[config.mk]
export PLATFORM = sky130hd
export DESIGN_NAME = instr_fetch_stage
export DESIGN_NICKNAME = d
export VERILOG_FILES = /design/src/rtl/instr_fetch_stage.sv
export SDC_FILE = /design/constraint.sdc
export NUM_CORES = 1
export LEC_CHECK = 0
export ABC_AREA = 0
export BUFFER_PORTS_ARGS = -buffer_cell sky130_fd_sc_hd__buf_2
export CORE_ASPECT_RATIO = 1.4
export CORE_MARGIN = 10
export CORE_UTILIZATION = 50
export DETAILED_ROUTE_END_ITERATION = 6
export GPL_ROUTABILITY_DRIVEN = 0
export GPL_TIMING_DRIVEN = 1
export PLACE_DENSITY_LB_ADDON = 0.12
export RECOVER_POWER = 25
export SYNTH_ARGS = -nofsm -noshare
export SYNTH_HDL_FRONTEND = slang
export SYNTH_SLANG_ARGS = --single-unit
[constraint.sdc]
create_clock -name clk -period 4.9 [get_ports clk]
set_clock_uncertainty 0.2 [all_clocks]
set_input_delay 0.735 -clock clk [delete_from_list [all_inputs] [get_ports clk]]
set_output_delay 0.735 -clock clk [all_outputs]
set_load 0.005 [all_outputs]
[src/rtl/instr_fetch_stage.sv]
`default_nettype none
// ============================================================================
// Module      : instr_fetch_stage
// Description : Instruction fetch stage feeding the opcode decoder.
//               Owns the PC, issues in-order word fetches over a valid/ready
//               request channel, buffers returned words with their PCs in a
//               small FIFO and presents {pc, instr, opcode} to decode over a
//               valid/ready handshake. A redirect flushes the FIFO, discards
//               every response still in flight and restarts at the new PC.
// Ports       : clk, rst_n                       clock / async active-low reset
//               imem_req_valid/ready/addr        fetch request channel
//               imem_rsp_valid/data              in-order fetch responses
//               redirect_valid/pc                branch/jump redirect pulse
//               id_valid/ready, id_pc/instr      decode handshake and payload
//               id_opcode                        id_instr[6:0]
// Revision    : 1.0  initial release
// ============================================================================
module instr_fetch_stage #(
    parameter int               XLEN     = 32,
    parameter logic [XLEN-1:0]  RESET_PC = '0,
    parameter int               DEPTH    = 2
) (
    input  logic            clk,
    input  logic            rst_n,
    // instruction memory request channel
    output logic            imem_req_valid,
    input  logic            imem_req_ready,
    output logic [XLEN-1:0] imem_req_addr,
    // instruction memory response channel (in order, no backpressure)
    input  logic            imem_rsp_valid,
    input  logic [31:0]     imem_rsp_data,
    // redirect from execute / branch unit
    input  logic            redirect_valid,
    input  logic [XLEN-1:0] redirect_pc,
    // decode interface
    output logic            id_valid,
    input  logic            id_ready,
    output logic [XLEN-1:0] id_pc,
    output logic [31:0]     id_instr,
    output logic [6:0]      id_opcode
);

    localparam int              AW           = $clog2(DEPTH);
    localparam int              CW           = AW + 1;
    localparam logic [CW:0]     C_DEPTH      = DEPTH[CW:0];
    localparam logic [31:0]     C_NOP        = 32'h0000_0013;
    localparam logic [XLEN-1:0] C_PC_STEP    = XLEN'(4);
    localparam logic [XLEN-1:0] C_RESET_PC_A = {RESET_PC[XLEN-1:2], 2'b00};

    // ------------------------------------------------------------------------
    // State
    // ------------------------------------------------------------------------
    logic [XLEN-1:0] r_pc;
    logic [CW-1:0]   r_inflight;     // requests accepted, response not yet seen
    logic [CW-1:0]   r_drop;         // in-flight responses still to discard
    logic [CW-1:0]   r_count;        // valid entries in the fetch FIFO
    logic [AW-1:0]   r_fifoRd;
    logic [AW-1:0]   r_fifoWr;
    logic [AW-1:0]   r_tagRd;
    logic [AW-1:0]   r_tagWr;

    logic [XLEN-1:0] r_tagPc     [DEPTH];   // PC of each outstanding request
    logic [XLEN-1:0] r_fifoPc    [DEPTH];
    logic [31:0]     r_fifoInstr [DEPTH];

    // ------------------------------------------------------------------------
    // Combinational control
    // ------------------------------------------------------------------------
    logic [CW:0]     w_occupancy;
    logic            w_credit;
    logic            w_reqFire;
    logic            w_pop;
    logic            w_dropping;
    logic            w_push;
    logic [CW-1:0]   w_inflightNext;
    logic [XLEN-1:0] w_redirectPc;
    logic            w_unusedBits;

    // Every outstanding request owns a FIFO slot in advance, so a returning
    // response can always be written without backpressure.
    assign w_occupancy    = {1'b0, r_inflight} + {1'b0, r_count};
    assign w_credit       = (w_occupancy < C_DEPTH);

    assign imem_req_valid = rst_n && w_credit && !redirect_valid;
    assign imem_req_addr  = r_pc;

    assign w_reqFire      = imem_req_valid && imem_req_ready;
    assign w_pop          = id_valid && id_ready;
    assign w_dropping     = (r_drop != '0);
    // A response landing in a redirect cycle belongs to the old path.
    assign w_push         = imem_rsp_valid && !w_dropping && !redirect_valid;

    assign w_inflightNext = r_inflight + CW'(w_reqFire) - CW'(imem_rsp_valid);

    assign w_redirectPc   = {redirect_pc[XLEN-1:2], 2'b00};
    assign w_unusedBits   = ^redirect_pc[1:0];

    // ------------------------------------------------------------------------
    // Control registers
    // ------------------------------------------------------------------------
    always_ff @(posedge clk or negedge rst_n) begin
        if (!rst_n) begin
            r_pc       <= C_RESET_PC_A;
            r_inflight <= '0;
            r_drop     <= '0;
            r_count    <= '0;
            r_fifoRd   <= '0;
            r_fifoWr   <= '0;
            r_tagRd    <= '0;
            r_tagWr    <= '0;
        end else begin
            r_inflight <= w_inflightNext;

            // The tag queue tracks every outstanding request, stale or not,
            // so it is never flushed: discarded responses still pop a tag.
            if (w_reqFire) begin
                r_tagWr <= r_tagWr + AW'(1);
            end
            if (imem_rsp_valid) begin
                r_tagRd <= r_tagRd + AW'(1);
            end

            if (redirect_valid) begin
                r_pc     <= w_redirectPc;
                // Everything still outstanding after this cycle is stale.
                r_drop   <= w_inflightNext;
                r_count  <= '0;
                r_fifoRd <= '0;
                r_fifoWr <= '0;
            end else begin
                if (w_reqFire) begin
                    r_pc <= r_pc + C_PC_STEP;
                end
                if (imem_rsp_valid && w_dropping) begin
                    r_drop <= r_drop - CW'(1);
                end
                if (w_push) begin
                    r_fifoWr <= r_fifoWr + AW'(1);
                end
                if (w_pop) begin
                    r_fifoRd <= r_fifoRd + AW'(1);
                end
                r_count <= r_count + CW'(w_push) - CW'(w_pop);
            end
        end
    end

    // ------------------------------------------------------------------------
    // Storage (datapath, no reset needed: qualified by counters)
    // ------------------------------------------------------------------------
    always_ff @(posedge clk) begin
        if (w_reqFire) begin
            r_tagPc[r_tagWr] <= r_pc;
        end
        if (w_push) begin
            r_fifoPc[r_fifoWr]    <= r_tagPc[r_tagRd];
            r_fifoInstr[r_fifoWr] <= imem_rsp_data;
        end
    end

    // ------------------------------------------------------------------------
    // Decode outputs: FIFO head straight from storage, NOP when empty
    // ------------------------------------------------------------------------
    assign id_valid = (r_count != '0);

    always_comb begin
        id_pc    = '0;
        id_instr = C_NOP;
        if (id_valid) begin
            id_pc    = r_fifoPc[r_fifoRd];
            id_instr = r_fifoInstr[r_fifoRd];
        end
    end

    assign id_opcode = id_instr[6:0];

`ifndef SYNTHESIS
    always @(posedge clk) begin
        if (rst_n) begin
            assert (w_occupancy <= C_DEPTH);
            assert (!(imem_rsp_valid && (r_inflight == '0)));
            assert (r_drop <= r_inflight);
        end
    end
`endif

endmodule
`default_nettype wire

== Yosys cells after proc, flatten, opt, wreduce, memory -nomap -nowiden ==
Memory sizes are Yosys's and may differ from the RTL's.
Index checks and enable logic that the tools add are counted.

* Register bits: 42
* RAM bits: 192
* Output and inout bits: 105
* Logic and storage cells: 53
* Memories kept: 3

* $add $sub $neg: 11
* Magnitude comparators: 1
* Muxes and demuxes: 15
* Reduce and logical (&&, ||, !) cells: 15

{| class="wikitable"
|+ Memories
! name !! words !! bits a word !! rd ports !! clocked after memory_dff !! write ports !! RTL line !! source
|-
| r_fifoInstr || 2 || 32 || 1 || 0 || 1 || 64 || <nowiki>logic [31:0] r_fifoInstr [DEPTH];</nowiki>
|-
| r_fifoPc || 2 || 32 || 1 || 0 || 1 || 63 || <nowiki>logic [XLEN-1:0] r_fifoPc [DEPTH];</nowiki>
|-
| r_tagPc || 2 || 32 || 1 || 0 || 1 || 62 || <nowiki>logic [XLEN-1:0] r_tagPc [DEPTH];</nowiki>
|}

{| class="wikitable"
|+ Operators by type and width
! cell !! count
|-
| two-way mux 32 bit || 4
|-
| adder 32 x 3 -> 32 bit, second input constant || 1
|-
| nonzero test 2 bit || 6
|-
| two-way mux 1 bit || 8
|-
| logical AND 1 bit || 7
|-
| two-way mux 2 bit || 3
|-
| adder 1 bit, second input constant || 4
|-
| adder 2 x 1 -> 2 bit || 2
|-
| subtractor 2 x 1 -> 2 bit || 2
|-
| adder 2 x 2 -> 3 bit || 1
|-
| < comparator 3 x 2 -> 1 bit, second input constant || 1
|-
| zero test 1 bit || 2
|-
| subtractor 2 x 1 -> 2 bit, second input constant || 1
|}

== Longest topological paths before layout ==
Gate-level depths: netlist of the first run.

* Word-level depth: 8
* Mapped depth: 13

== Worst setup path after synthesis of the first run ==
No wires, ideal clock.

* Path type: input-to-reg
* Start point: in redirect_valid
* End point: mem r_fifoInstr[0][0] (enable)
* Library setup time: 482 ps
* Data arrival time: 3,887 ps
* Data required time: 4,218 ps
* Path slack: 330 ps
* Stages on the path: 5
* Buffers on the path: 2
* Cell sequence: buf_2 -> inv_1 -> buf_2 -> nand3_1 -> nor2_1

* Word-level cells in the longest chain between the ends: 4

{| class="wikitable"
|+ Ends and longest elaborated chain
! item !! RTL line !! source
|-
| start: declaration || 33 || <nowiki>input logic redirect_valid,</nowiki>
|-
| zero test 1 bit || 91 || <nowiki>assign w_push = imem_rsp_valid && !w_dropping && !redirect_valid;</nowiki>
|-
| logical AND 1 bit || 91 ||
|-
| two-way mux 1 bit || 155 || <nowiki>if (w_push) begin</nowiki>
|-
| two-way mux 1 bit (not written as such) || 157 || <nowiki>r_fifoInstr[r_fifoWr] <= imem_rsp_data;</nowiki>
|-
| end: declaration || 64 ||
|}

No other way between the ends.

== Worst setup path in the final report of the first run ==
* Start point: reg r_count[0]
* End point: mem r_tagPc[0][18] (enable)

* Word-level cells in the longest chain between the ends: 7

{| class="wikitable"
|+ Ends and longest elaborated chain
! item !! RTL line !! source
|-
| start: declaration || 56 || <nowiki>logic [CW-1:0] r_count;</nowiki>
|-
| start signal: assignment || 143 || <nowiki>r_count <= r_count + CW'(w_push) - CW'(w_pop);</nowiki>
|-
| adder 2 x 2 -> 3 bit || 81 || <nowiki>assign w_occupancy = {1'b0, r_inflight} + {1'b0, r_count};</nowiki>
|-
| < comparator 3 x 2 -> 1 bit || 82 || <nowiki>assign w_credit = (w_occupancy < C_DEPTH);</nowiki>
|-
| logical AND 1 bit (2 in a row) || 84 || <nowiki>assign imem_req_valid = rst_n && w_credit && !redirect_valid;</nowiki>
|-
| logical AND 1 bit || 87 || <nowiki>assign w_reqFire = imem_req_valid && imem_req_ready;</nowiki>
|-
| two-way mux 1 bit || 152 || <nowiki>if (w_reqFire) begin</nowiki>
|-
| two-way mux 1 bit (not written as such) || 153 || <nowiki>r_tagPc[r_tagWr] <= r_pc;</nowiki>
|-
| end: declaration || 62 ||
|}

No other way between the ends.

==> results.yml, run 1 <==
finish:
  layout_commonest_cell: "edfxtp_1"
  fin_nets: 884
  finalInstanceArea_um2: 11000
  layout_common_cells: "184 x edfxtp_1, 146 x buf_2, 77 x nor2_1, 63 x mux2i_1, 39 x dfrtp_1"
  area_delta_synth_final_pct: 17.5
  layout.cells.non_filler: 1064
  drive_gt1_share_pct: 27.9
  n_antenna_cell: 0
  fillCellCount: 1508
clocking:
  clk_pin_slew_ps: 60
  clkSinkCount: 224
  cts_resized: 0
  cts_hold_buf: 0
  cts_made_buffers: 21
  htreeDepth: 1
  clk-insertion-delay-late_ps: 480
  clk_path_buf_depth: 3
  tritoncts: "done"
  cts_setup_buffers: 0
  cts_root_buf: "clkbuf_16"
die:
  start_util_pct: 50.6
  fp-row-count: 59
  core_area_um2: 18500
  die_width_um: 136
  die_h_um: 182
  pin_count: 175
  dieArea_um2: 24700
drt:
  wirelength_mm: 19.5
  drc: 0
  num_vias: 5690
  ant_nets: 0
  firstDrtPassIters: 4
  wl_per_cell_um: 18.3
  drtIter0Drc: 281
  vias_per_cell: 5.35
sta:
  drv_slew: 0
  period_needed_ps: 3360
  hold_ws_ps: 248
  hold_violations: 0
  setup_tns_ps: 0
  rsz0062_at_grt: "false"
  fmax_ghz: 0.297
  layout_setup_ws_ps: 1540
  max_slew_margin_pct: 24.6
  min_period_over_period_pct: 68.6
  worstMarginPinSlew_ps: 1130
  setup_viol: 0
outcome:
  status: "finished clean"
synth:
  ys_warn_count: 0
  synth_cell_types: 58
  yosysTopAreaCell: "edfxtp_1"
  netlist_instances: 645
  ys_seq_area_share_pct: 69.6
  ys.flop_type: "edfxtp_1"
  synth-seq-cells: 224
  synth_area_leaders: "edfxtp_1 59%, dfrtp_1 11%, mux2i_1 6.7%"
  synthArstFlopShare_pct: 17.9
  netlist_area_um2: 9380
  synth.avg_cell_area_um2: 14.5
  synth_edf_count: 184
  synthDominantCellAreaShare_pct: 58.9
placed_design:
  place_area_um2: 10400
  place_hpwl_mm: 13.3
  port_buffers: 168
  pre_cts_ws_ps: 1510
  dp.cells: 1028
worst_hold_path:
  hp-class: "in2reg"
grt:
  overflow: 0
  antenna_found_initial: 0
  grt_use_total_pct: 15.3
  grt_pass1_vias: 5916
  grt_pass1_wl_mm: 30.6
  grt_max_degree: 64
power:
  power.density_nw_per_um2: 463
  leakagePower_nw: 4.08
  max-vdd-ir-drop_mv: 0.243
setup_path:
  path_max_fanout: 17
  end_kind: "register"
  start_kind: "register"
  cp_data_arrival_time_ps: 3320
  worstSetupPathType: "reg2reg"
  required_ps: 4860
flow_run:
  cap_viol_max_count: 0
## flip-flops by register name, indices dropped and copies added, names as in the netlist
signal	flops
imem_req_addr	30
r_fifoPc	60
r_drop	2
r_fifoWr	1
r_fifoRd	1
r_tagWr	1
r_count	2
r_tagPc	60
r_inflight	2
r_fifoInstr	64
r_tagRd	1
## worst max-delay path, stage by stage, from the launching register on
cell       delay, ps
dfrtp_1          430
and2_1           170
fa_1             490
nand4bb_1        200
buf_4            200
nor2_1           230
inv_1            160
nor2_2           580
buf_4            380
## synthesized netlist by cell type (all sizes together) (3+ instances only)
cell	instances
edfxtp	184
nor2	81
mux2i	63
dfrtp	40
nand2	36
mux2	31
buf	30
nand4	19
o21ai	16
inv	15
nand3	15
xnor2	13
clkbuf	11
and3	7
nor3	7
nor4	7
a31oi	6
ha	6
xor2	6
o211ai	5
and2	4
and4	4
o31ai	4
or4	4
a21oi	3
nor4b	3
o311ai	3
## stage by stage
stage / total power, mW / util [%]
finish: 5.11 / 59.5
global placement: 3.63 / 56.2
detailed placement: 3.67 / 56.2
global route: 5.37 / 59.5
CTS: 5.19 / 59.7
floorplan: 3.22 / -
## power by group
part           total [mW]  leakage [nW]  switching [mW]  internal, mW
clock                1.51         0.315           0.628         0.884
combinational        1.09          1.62           0.582         0.512
sequential           2.50          2.15           0.195          2.31
## routing by layer
| metal | GRT usage, % | wire length (um) | share of wire [%] |
|---|---|---|---|
| met1 | 18.3 | 7980 | 41 |
| met2 | 26.5 | 9750 | 50 |
| met3 | 3.96 | 1490 | 7.6 |
| met4 | 4.06 | 288 | 1.5 |
| met5 | 0 | 0 | 0 |
## area by class of cell
| cell class | count | area (um^2) | share of cell area (%) |
|---|---|---|---|
| sequential | 224 | 6530 | 59.2 |
| clock buffer | 23 | 533 | 4.83 |
| clock inverter | 13 | 108 | 0.976 |
| multi-input combinational | 368 | 2610 | 23.7 |
| inverter | 15 | 56.3 | 0.511 |
| timing repair buffer | 177 | 881 | 7.99 |
| tap | 244 | 305 | 2.77 |
## logic make-up after synthesis
| logic type | synth area share [%] |
|---|---|
| flip-flops | 69.6 |
| AND/OR/NAND/NOR | 10.7 |
| multiplexers | 10.4 |
| buffers and inverters | 2.99 |
| AO/OA/AOI/OAI | 3.48 |
| XOR/XNOR | 1.77 |
| adder cells (fa/ha/maj) | 1.01 |
| other | 0.0400 |
## final timing paths
check / startpoint / to / slack (ps) / depth (start not counted)
setup reg to reg: r_count[0] / r_tagPc[0][18] / 1540 / 8
hold reg to reg: r_tagRd / r_tagRd / 270 / 1
setup / recovery: r_count[0] / r_tagPc[0][18] / 1540 / 8
max in group asynchronous: rst_n / r_fifoRd / 3780 / 2
min in group asynchronous: rst_n / imem_req_addr[23] / 290 / 2
hold / removal: imem_rsp_data[30] / r_fifoInstr[1][30] / 250 / 1
No activity file was read; power rests on OpenSTA's default activity.
==> run 2: changes to the inputs <==
clock period = 3 ns   (was 4.9 ns; I/O delays follow)
==> run 2 against run 1 <==
Effect of this change: final cell count grew 5.9%; die area is the same; power grew 64%; worst hold slack lost 230 ps; clock power grew 56%; non-clock buffer count grew 62; final area grew 5.7%.
==> results.yml, run 2 (synthesis gave the netlist of run 1 again) <==
outcome:
  status: "finished clean"
sta:
  max_slew_margin_pct: 7.09
  drv_slew: 0
  fmax_ghz: 0.348
  rsz0062_at_grt: "false"
  min_period_over_period_pct: 95.8
  hold_violations: 0
  layout_setup_ws_ps: 126
  period_needed_ps: 2870
  setup_viol: 0
  worstMarginPinSlew_ps: 1390
clocking:
  clk-insertion-delay-late_ps: 500
  htreeDepth: 1
  cts_made_buffers: 21
  clk_path_buf_depth: 3
  cts_root_buf: "clkbuf_16"
  clkSinkCount: 224
  tritoncts: "done"
  clk_pin_slew_ps: 60
finish:
  largest_register: "r_fifoInstr"
  layout.cells.non_filler: 1127
  layout_commonest_cell: "edfxtp_1"
  largestRegisters: "r_fifoInstr x64, r_fifoPc x60, r_tagPc x60"
  drive_gt1_share_pct: 27.1
  layout_common_cells: "184 x edfxtp_1, 146 x buf_2, 76 x nor2_1, 63 x mux2i_1, 53 x dlygate4sd3_1"
  fin_util_pct: 62.9
  fillCellCount: 1405
  n_antenna_cell: 0
  largest_reg_flops: 64
  fin_nets: 946
  finalInstanceArea_um2: 11700
  area_delta_synth_final_pct: 24.2
die:
  start_util_pct: 50.6
  pin_count: 175
  die_h_um: 182
  dieArea_um2: 24700
  fp-row-count: 59
  core_area_um2: 18500
  die_width_um: 136
placed_design:
  place_area_um2: 10500
  dp.cells: 1036
  place_hpwl_mm: 14.2
  pre_cts_ws_ps: 162
  port_buffers: 168
grt:
  antenna_found_initial: 0
  grt_max_degree: 63
  grt_pass1_wl_mm: 33.4
  overflow: 0
  grt_pass1_vias: 6434
  grt_use_total_pct: 16.7
drt:
  ant_nets: 0
  drc: 0
  drtIter0Drc: 293
  wirelength_mm: 21.1
  vias_per_cell: 5.35
  wl_per_cell_um: 18.8
  num_vias: 6029
  firstDrtPassIters: 4
flow_run:
  cap_viol_max_count: 0
setup_path:
  worstSetupPathType: "reg2reg"
  cp_data_arrival_time_ps: 3080
  required_ps: 3210
  path_max_fanout: 4
  start_kind: "register"
  end_kind: "register"
worst_hold_path:
  hp-class: "in2reg"
power:
  power.density_nw_per_um2: 718
  leakagePower_nw: 4.34
  max-vdd-ir-drop_mv: 0.402
[run 2: cell types whose count changed in the layout (fill, tap and decap cells not counted), moves of 2 or more]
cell           previous run  this run
dlygate4sd3_1             0        53
buf_12                    0         5
buf_4                     9        12
bufinv_16                 2         0
clkinv_2                  4         6
[run 2: repair_timing]
item                       CTS  global route
gates resized for setup      0             1
buffers inserted             0             1
hold endpoints to repair   124             0
setup endpoints to repair    0             1
hold buffers                53             0
[run 2: worst max-delay path: stages (launching register included)]
cell	delay, ps
dfrtp_1	430
and2_1	170
fa_1	470
nand4bb_1	240
nor2_2	140
inv_1	120
ha_1	290
inv_1	40
ha_1	180
xnor2_1	130
xnor2_1	240
nand2_1	80
o21ai_0	80
[run 2: through the flow]
step                setup TNS [ps]  total power, mW  hold WS, ps
floorplan                   -33970             5.26        -45.6
global placement                 0             5.98          299
detailed placement               0             6.05          309
CTS                              0             8.46        0.995
global route                     0             8.80         22.9
finish                           0             8.37         17.2
[run 2: routing by layer]
layer	part of all wire (%)	global-route usage [%]	vias up
met1	39	19.6	2930
met5	0	0	-
met3	7.2	3.68	44
met2	51	29.3	216
met4	2.6	5.74	0
li1	-	-	2839
[run 2: cell type report]
type / count / area [um^2] / area share [%]
inverters: 15 / 56.3 / 0.483
clock buffers: 22 / 529 / 4.54
clock inverters: 15 / 72.6 / 0.623
well taps: 244 / 305 / 2.62
repair buffers: 239 / 1540 / 13.2
multi-input cells: 368 / 2620 / 22.5
flip-flops and latches: 224 / 6530 / 56.0
[run 2: report_power, final]
part           switching [mW]  leakage [nW]  total, mW  internal [mW]
Sequential              0.272          2.15       4.04           3.77
Combinational            1.05          1.90       1.98          0.927
Clock                    1.08         0.299       2.36           1.28
[run 2: final timing paths]
check                          startpoint            end  slack [ps]  cells after the start
min in group asynchronous           rst_n     r_count[1]         490                      3
setup / recovery               r_count[0]      r_drop[1]         130                     12
max in group asynchronous           rst_n       r_fifoRd         670                      3
hold reg to reg             r_inflight[0]  r_inflight[0]         340                      1
hold / removal             imem_rsp_valid        r_tagRd          20                      2
setup reg to reg               r_count[0]      r_drop[1]         130                     12
